===== config.mk =====
export PLATFORM = sky130hd
export DESIGN_NAME = train_sequencer
export DESIGN_NICKNAME = d
export VERILOG_FILES = /design/src/rtl/nn_pkg.sv /design/src/rtl/sample_mem.sv /design/src/rtl/train_sequencer.sv
export SDC_FILE = /design/constraint.sdc
export NUM_CORES = 2
export LEC_CHECK = 0
export CAP_MARGIN = 20
export CORE_ASPECT_RATIO = 1.2
export CORE_MARGIN = 1
export CORE_UTILIZATION = 55
export CTS_CLUSTER_DIAMETER = 120
export DETAILED_ROUTE_END_ITERATION = 10
export PLACE_DENSITY_LB_ADDON = 0.25
export SLEW_MARGIN = 20
export SYNTH_ARGS = -nofsm -noshare
export SYNTH_HDL_FRONTEND = slang
export SYNTH_SLANG_ARGS = --single-unit

===== constraint.sdc =====
create_clock -name clk -period 10.01 [get_ports clk]
set_clock_uncertainty 0.15 [all_clocks]
set_input_delay 2.002 -clock clk [delete_from_list [all_inputs] [get_ports clk]]
set_output_delay 2.002 -clock clk [all_outputs]
set_load 0.01 [all_outputs]

===== src/rtl/nn_pkg.sv =====
// Shared types for the training sequencer: 8.8 fixed-point word, FSM states, run phases.
// No logic of its own; helpers are pure combinational functions.
// Used by train_sequencer and sample_mem.
package nn_pkg;

  localparam int FX_BITS = 16;

  typedef logic [FX_BITS-1:0] fx_t;

  // 1.0 in 8.8 format; labels at or above this count as class 1
  localparam fx_t FX_ONE = 16'h0100;

  typedef enum logic [2:0] {
    IDLE,
    ISSUE,
    WAIT,
    NEXT,
    FINISH
  } seq_state_t;

  typedef enum logic {
    TRAIN,
    VAL
  } phase_t;

  // Binary class label of an 8.8 target value
  function automatic logic fx_label(fx_t v);
    return (v >= FX_ONE);
  endfunction

  // Halve a learning rate but never let it reach zero
  function automatic fx_t fx_halve_floor(fx_t v);
    return (v > fx_t'(1)) ? (v >> 1) : fx_t'(1);
  endfunction

endpackage


===== src/rtl/sample_mem.sv =====
// Sample store: DEPTH words of {x, y}, one write port, one registered read port.
// Latency: read data appears the cycle after rd_en_i and then holds until the next rd_en_i.
// Backpressure: none; the caller gates writes (the sequencer drops them while busy).
module sample_mem
  import nn_pkg::*;
#(
  parameter  int DEPTH = 16,
  parameter  int W     = 112,
  localparam int AW    = $clog2(DEPTH)
) (
  input  logic          clk,
  input  logic          rst_n,
  input  logic          wr_en_i,
  input  logic [AW-1:0] wr_addr_i,
  input  logic [W-1:0]  wr_dat_i,
  input  logic          rd_en_i,
  input  logic [AW-1:0] rd_addr_i,
  output logic [W-1:0]  rd_dat_o
);

  logic [W-1:0] mem_q [DEPTH];
  logic [W-1:0] rd_dat_q;

  // Array contents survive reset so a loaded dataset outlives an aborted run
  always_ff @(posedge clk) begin
    if (wr_en_i) begin
      mem_q[wr_addr_i] <= wr_dat_i;
    end
  end

  // Read register doubles as the x/y output stage, so it is reset to zero
  always_ff @(posedge clk or negedge rst_n) begin
    if (!rst_n) begin
      rd_dat_q <= '0;
    end else if (rd_en_i) begin
      rd_dat_q <= mem_q[rd_addr_i];
    end
  end

  assign rd_dat_o = rd_dat_q;

endmodule


===== src/rtl/train_sequencer.sv =====
// Drives TRAIN_EPOCHS training passes (TR) then one validation pass (VL) over the stored samples.
// Latency: start to first TR is 2 cycles; S_Train to next TR/VL is 2 cycles (NEXT, ISSUE).
// Backpressure: waits on S_Train per request; faults after TIMEOUT cycles. LR_DECAY_EN halves lr per epoch.
module train_sequencer
  import nn_pkg::*;
#(
  parameter  int NX           = 6,
  parameter  int BITS         = 16,
  parameter  int DEPTH        = 16,
  parameter  int TRAIN_EPOCHS = 8,
  parameter  int TIMEOUT      = 256,
  localparam int AW           = $clog2(DEPTH),
  localparam int NW           = AW + 1,
  localparam int EW           = $clog2(TRAIN_EPOCHS + 1),
  localparam int WDW          = $clog2(TIMEOUT)
) (
  input  logic                     clk,
  input  logic                     rst_n,
  input  logic                     start,
  input  logic                     wr_en,
  input  logic [AW-1:0]            wr_addr,
  input  logic [NX-1:0][BITS-1:0]  wr_x,
  input  logic [BITS-1:0]          wr_y,
  input  logic [NW-1:0]            n_samples,
  input  logic [BITS-1:0]          lr_init,
  output logic                     TR,
  output logic                     VL,
  output logic [NX-1:0][BITS-1:0]  x,
  output logic [BITS-1:0]          lr,
  output logic [BITS-1:0]          y,
  input  logic                     yhat,
  input  logic                     S_Train,
  input  logic                     S_Error,
  output logic                     busy,
  output logic                     done,
  output logic                     fault,
  output logic [EW-1:0]            epoch,
  output logic [15:0]              err_cnt,
  output logic [NW-1:0]            miss_cnt
);

  localparam int               MW      = NX * BITS + BITS;
  localparam logic [NW-1:0]    N_MAX   = NW'(DEPTH);
  localparam logic [WDW-1:0]   WD_LAST = WDW'(TIMEOUT - 1);

  seq_state_t           state_q, state_d;
  phase_t               phase_q, phase_d;
  logic [AW-1:0]        idx_q, idx_d;
  logic [NW-1:0]        n_q, n_d;
  logic [BITS-1:0]      lr_q, lr_d;
  logic [EW-1:0]        epoch_q, epoch_d;
  logic [15:0]          err_q, err_d;
  logic [NW-1:0]        miss_q, miss_d;
  logic                 fault_q, fault_d;
  logic [WDW-1:0]       wd_q, wd_d;
  logic                 prime_q, prime_d;

  logic                 rd_en;
  logic                 tr, vl, fin;
  logic                 busy_w;
  logic                 mem_we;
  logic [MW-1:0]        rd_dat;
  logic [NX-1:0][BITS-1:0] rd_x;
  logic [BITS-1:0]      rd_y;

  assign busy_w = (state_q == ISSUE) || (state_q == WAIT) || (state_q == NEXT);
  // Dataset is frozen for the duration of a run
  assign mem_we = wr_en & ~busy_w;

  sample_mem #(
    .DEPTH (DEPTH),
    .W     (MW)
  ) u_mem (
    .clk       (clk),
    .rst_n     (rst_n),
    .wr_en_i   (mem_we),
    .wr_addr_i (wr_addr),
    .wr_dat_i  ({wr_x, wr_y}),
    .rd_en_i   (rd_en),
    .rd_addr_i (idx_d),
    .rd_dat_o  (rd_dat)
  );

  assign rd_y = rd_dat[BITS-1:0];
  assign rd_x = rd_dat[MW-1:BITS];

  // State and run-context registers
  always_ff @(posedge clk or negedge rst_n) begin
    if (!rst_n) begin
      state_q <= IDLE;
      phase_q <= TRAIN;
      idx_q   <= '0;
      n_q     <= '0;
      lr_q    <= '0;
      epoch_q <= '0;
      err_q   <= '0;
      miss_q  <= '0;
      fault_q <= 1'b0;
      wd_q    <= '0;
      prime_q <= 1'b0;
    end else begin
      state_q <= state_d;
      phase_q <= phase_d;
      idx_q   <= idx_d;
      n_q     <= n_d;
      lr_q    <= lr_d;
      epoch_q <= epoch_d;
      err_q   <= err_d;
      miss_q  <= miss_d;
      fault_q <= fault_d;
      wd_q    <= wd_d;
      prime_q <= prime_d;
    end
  end

  // Next-state, counters and request strobes
  always_comb begin
    state_d = state_q;
    phase_d = phase_q;
    idx_d   = idx_q;
    n_d     = n_q;
    lr_d    = lr_q;
    epoch_d = epoch_q;
    err_d   = err_q;
    miss_d  = miss_q;
    fault_d = fault_q;
    wd_d    = wd_q;
    prime_d = prime_q;
    rd_en   = 1'b0;
    tr      = 1'b0;
    vl      = 1'b0;
    fin     = 1'b0;

    unique case (state_q)
      IDLE: begin
        if (start) begin
          if (n_samples == '0) begin
            state_d = FINISH;
          end else begin
            n_d     = (n_samples > N_MAX) ? N_MAX : n_samples;
            lr_d    = lr_init;
            fault_d = 1'b0;
            epoch_d = '0;
            err_d   = '0;
            miss_d  = '0;
            idx_d   = '0;
            phase_d = TRAIN;
            // First ISSUE after start spends a cycle fetching sample 0
            prime_d = 1'b1;
            state_d = ISSUE;
          end
        end
      end

      ISSUE: begin
        if (prime_q) begin
          rd_en   = 1'b1;
          prime_d = 1'b0;
        end else begin
          tr      = (phase_q == TRAIN);
          vl      = (phase_q == VAL);
          wd_d    = '0;
          state_d = WAIT;
        end
      end

      WAIT: begin
        if (S_Train) begin
          if (phase_q == TRAIN) begin
            if (S_Error && (err_q != 16'hFFFF)) begin
              err_d = err_q + 16'd1;
            end
          end else if (yhat != fx_label(fx_t'(rd_y))) begin
            miss_d = miss_q + NW'(1);
          end
          state_d = NEXT;
        end else if (wd_q == WD_LAST) begin
          fault_d = 1'b1;
          state_d = FINISH;
        end else begin
          wd_d = wd_q + WDW'(1);
        end
      end

      NEXT: begin
        if (({1'b0, idx_q} + NW'(1)) < n_q) begin
          idx_d   = idx_q + AW'(1);
          rd_en   = 1'b1;
          state_d = ISSUE;
        end else if (phase_q == TRAIN) begin
          idx_d   = '0;
          rd_en   = 1'b1;
          epoch_d = epoch_q + EW'(1);
          if (epoch_d == EW'(TRAIN_EPOCHS)) begin
            phase_d = VAL;
          end
`ifdef LR_DECAY_EN
          lr_d = BITS'(fx_halve_floor(fx_t'(lr_q)));
`else
          lr_d = lr_q;
`endif
          state_d = ISSUE;
        end else begin
          state_d = FINISH;
        end
      end

      FINISH: begin
        fin     = 1'b1;
        state_d = IDLE;
      end

      default: begin
        state_d = IDLE;
      end
    endcase
  end

  assign TR       = tr;
  assign VL       = vl;
  assign done     = fin;
  assign busy     = busy_w;
  assign x        = rd_x;
  assign y        = rd_y;
  assign lr       = lr_q;
  assign fault    = fault_q;
  assign epoch    = epoch_q;
  assign err_cnt  = err_q;
  assign miss_cnt = miss_q;

endmodule


==> run summary <==
* sky130_fd_sc_hd__edfxtp_1 — Most used DFF post-synth
* 2 — WHS Path Cells
* 1792 x sky130_fd_sc_hd__edfxtp_1, 1095 x sky130_fd_sc_hd__nand2_1, 571 x sky130_fd_sc_hd__nand3_1 — leading post-synthesis cells by instance count
* 16 — depth of the most critical reg-to-reg path
* 302 — I/O pin cnt
* 0 — Residual DRC
* 64.6% — top cell type's share of synthesized area
* 189 — number of CTS-inserted buffers
* 0 — number of max-cap violations
* 0.135% — arithmetic-cell share of the synthesized area counting full adders, half adders and majority gates
* 0.0335 µW — standby leakage power
* 4 — H-Tree Depth
* flip-flop to flip-flop — class of the tightest hold or removal check
* 171 — crit path max fanout
* input port to flip-flop — type of the worst setup path
* 0.361 mV — Worst IR Drop VDD
* no — unrepaired setup endpoints after global routing
* 0 — number of failing setup endpoints in the final timing report
* 63.6% — fin crit share
* u_mem.rd_dat_o[81] — capturing instance or port of the critical path
* 6470 — nets
* 10.8% — compound-cell area share of the yosys netlist
* 8.94% — Synth async-reset ratio
* 0.0878 mm² — placed instance area
* flip-flop — critical path capture point type
* 156 — total number of placement rows
* sky130_fd_sc_hd__edfxtp_1 — most frequent cell after synthesis
* 0 — remaining global-route overflow
* 0.06 ns — clock transition at the registers of the reported paths
* idx_q[0] — worst reg2reg startpoint
* 0 — max-slew violation count
* 20.3% — worst relative slew slack
* 1968 — flip-flop and latch count after synthesis
* 0.84 ns — clock insertion delay at the later pin of the skew report
* 13.1% — area growth from synthesis to layout
* 27.4 µm — wire length per cell after detailed routing
* 108 mm — half-perimeter wire length after detailed placement
* 30.0% — All-Layer GR Usage
* 6214 — Mapped Cells
* 3 — Max Buffers Root-to-Sink
* 0.0833 mm² — Syn Std Cell Area
* 6367 — Synthesized Nets
* 1968 — Clock Sink Count
* 1792 — number of synthesized flops with an enable pin
* 7 — 1st-pass router iterations
* 6214 — iteration-0 DRC count of the detailed router
* 0 — number of nets with antenna violations after detailed routing
* 428 µm — height of the die
* 25 — number of antenna violations at the first check in global routing
* compound AO/OA/AOI/OAI gates — dominant combinational cell family by area after synthesis
* 55513 — Via Count
* 6.95 ns — arrival time reported for the critical path endpoint
* 0 ns — aggregate negative setup slack
* 1.20 ns — actual transition at the worst max-transition pin
* 185 — largest net degree at the start of global routing
* 6.55 — routed via count divided by cell count
* 232 mm — WL final
* 0.150 mm² — core area
* 0 — number of warning messages in the yosys log
* 0 — Final Hold Fails
* built — CTS tree
* 157 MHz — Achievable Freq
* sky130_fd_sc_hd__edfxtp_1 65%, sky130_fd_sc_hd__mux2i_1 6.7%, sky130_fd_sc_hd__dfrtp_1 5.3%, sky130_fd_sc_hd__nand2_1 4.9%, sky130_fd_sc_hd__nand3_1 3.4% — leading post-synthesis cells by cell area
* 6.71% — mux share of post-synthesis cell area
* 66 — count of unique library cells instantiated by Yosys
* 69.9% — sequential fraction of the synthesis area
* n_samples[1] — worst setup path startpoint
* 357 µm — horizontal die dimension
* 6.37 ns — time the final worst path needs with I/O delays and setup
* 0.153 mm² — die area
* 55.4% — starting utilization of the core area
* u_mem.rd_dat_o[11] — Reg2Reg Capture Point
* 0.242% — XOR/XNOR share of the synthesized area
* input port — critical path launch point type
* 9.54% — share of synthesized cell area in and, or, nand and nor gates
* 0 — hold buffer count at cts
* sky130_fd_sc_hd__edfxtp_1 — library cell with the largest summed area after synthesis
* 0.0942 mm² — post-layout instance area
* 345 mm — wire length of the first global-routing pass
* 287 mW/mm² — total power density per cell area
* 0.793 — final estimated routing congestion in global placement
* 55671 — via count of the first global-routing pass
* finished clean — run status
* 10.60 ns — data required time at the worst endpoint
* 0 — quantity of gates resized following cts
* 0 — Post-CTS Setup Bufs
* 6.31% — ratio of cells with drive above 1 in the final layout
* sky130_fd_sc_hd__clkbuf_16 — root buffer selected by CTS
* 3.80 ns — slack of the worst reg-to-reg path
* 301 — count of port buffers added during placement
* 13.4 µm² — post-synthesis average cell area
==> stage by stage <==
step	setup WS (ns)	std cells	util, %	power (µW)	hold slack [ns]
after floorplan	2.11	6214	-	16700	0.300
after global placement	2.95	8101	58.3	19600	0.310
after detailed placement	2.90	8101	58.3	19800	0.316
after CTS	3.72	8458	62.6	27100	0.330
after global routing	3.42	8467	62.6	28300	0.349
final	3.64	8473	62.6	27100	0.325
==> metal layers <==
metal	vias to the layer above	share of wire, %	track usage [%]
met5	-	0.030	0
met3	507	8.1	4.69
met1	28225	38	38.9
met2	2730	50	50.4
met4	10	3.6	12.3
li1	24041	-	-
==> kinds of logic (layout without fill, tap and decap cells) <==
kind of cell / Yosys count / in the layout
adder cells (fa/ha/maj): 9 / 9
buffers and inverters: 483 / 752
AO/OA/AOI/OAI: 1285 / 1285
other: 0 / 15
AND/OR/NAND/NOR: 1888 / 1888
multiplexers: 558 / 558
XOR/XNOR: 23 / 23
flip-flops: 1968 / 1968
==> worst max-delay path: stages <==
cell and delay [ns]:
sky130_fd_sc_hd__clkdlybuf4s50_1 0.43, sky130_fd_sc_hd__or4_4 0.56, sky130_fd_sc_hd__o2111ai_2 0.62, sky130_fd_sc_hd__buf_4 0.31
sky130_fd_sc_hd__nand2_2 0.12, sky130_fd_sc_hd__o21ai_4 0.13, sky130_fd_sc_hd__and2_4 0.88, sky130_fd_sc_hd__buf_12 0.74
sky130_fd_sc_hd__a211oi_1 0.18, sky130_fd_sc_hd__a211oi_1 0.37, sky130_fd_sc_hd__a31oi_1 0.08, sky130_fd_sc_hd__a41oi_1 0.26
==> how the worst min path moves through the flow <==
stage,from,endpoint,slack [ns]
2_1_floorplan,n_q[1],n_q[1],0.30
3_3_place_gp,lr[15],lr[15],0.31
3_5_place_dp,lr[2],lr[2],0.32
4_1_cts,lr[2],lr[2],0.33
5_1_grt,lr[7],lr[7],0.35
6_report,lr[2],lr[2],0.33
==> final cells by class <==
cell class | count | area (µm²)
Antenna cell | 15 | 37.5
Clock buffer | 263 | 5350
Clock inverter | 94 | 1060
Fill cell | 10891 | 56300
Inverter | 16 | 67.6
Multi-Input combinational cell | 3763 | 23000
Sequential cell | 1968 | 58200
Tap cell | 1975 | 2470
Timing Repair Buffer | 379 | 4000
==> layout by cell type, fill, tap and decap left out, types with 5 or more instances in the layout <==
cell	count
sky130_fd_sc_hd__nand2_1	1095
sky130_fd_sc_hd__nand3_1	570
sky130_fd_sc_hd__nor2_4	14
sky130_fd_sc_hd__o21ai_0	17
sky130_fd_sc_hd__clkdlybuf4s50_1	300
sky130_fd_sc_hd__dfrtp_1	175
sky130_fd_sc_hd__xor2_1	14
sky130_fd_sc_hd__a41oi_1	112
sky130_fd_sc_hd__clkbuf_8	24
sky130_fd_sc_hd__clkinvlp_4	7
sky130_fd_sc_hd__o211ai_1	333
sky130_fd_sc_hd__mux2i_1	557
sky130_fd_sc_hd__diode_2	15
sky130_fd_sc_hd__clkinv_1	23
sky130_fd_sc_hd__nor4_1	5
sky130_fd_sc_hd__clkbuf_16	194
sky130_fd_sc_hd__nor3_1	7
sky130_fd_sc_hd__inv_1	13
sky130_fd_sc_hd__and3_1	6
sky130_fd_sc_hd__a31oi_1	114
sky130_fd_sc_hd__clkbuf_1	45
sky130_fd_sc_hd__or3_1	5
sky130_fd_sc_hd__buf_12	32
sky130_fd_sc_hd__nor2_1	154
sky130_fd_sc_hd__ha_1	9
sky130_fd_sc_hd__buf_4	46
sky130_fd_sc_hd__o2bb2ai_1	111
sky130_fd_sc_hd__bufinv_16	19
sky130_fd_sc_hd__a211oi_1	225
sky130_fd_sc_hd__edfxtp_1	1792
sky130_fd_sc_hd__nand2b_1	11
sky130_fd_sc_hd__a21oi_1	344
sky130_fd_sc_hd__nand4_1	6
sky130_fd_sc_hd__xnor2_1	9
sky130_fd_sc_hd__clkinv_2	33
==> report_power, final <==
part / total [µW] / switching (µW) / internal (µW)
logic: 9830 / 6500 / 3330
registers: 9910 / 467 / 9440
clock network: 7330 / 3090 / 4240
==> registers in the layout, summed over array words and instances, names as in the netlist, 3 cells and up <==
signal / cells
n_q: 5
miss_cnt: 5
u_mem.rd_dat_o: 112
u_mem.mem_q: 1792
idx_q: 4
err_cnt: 16
wd_q: 8
lr: 16
state_q: 3
epoch: 4
Note: power is estimated with default switching activity, not from simulation.
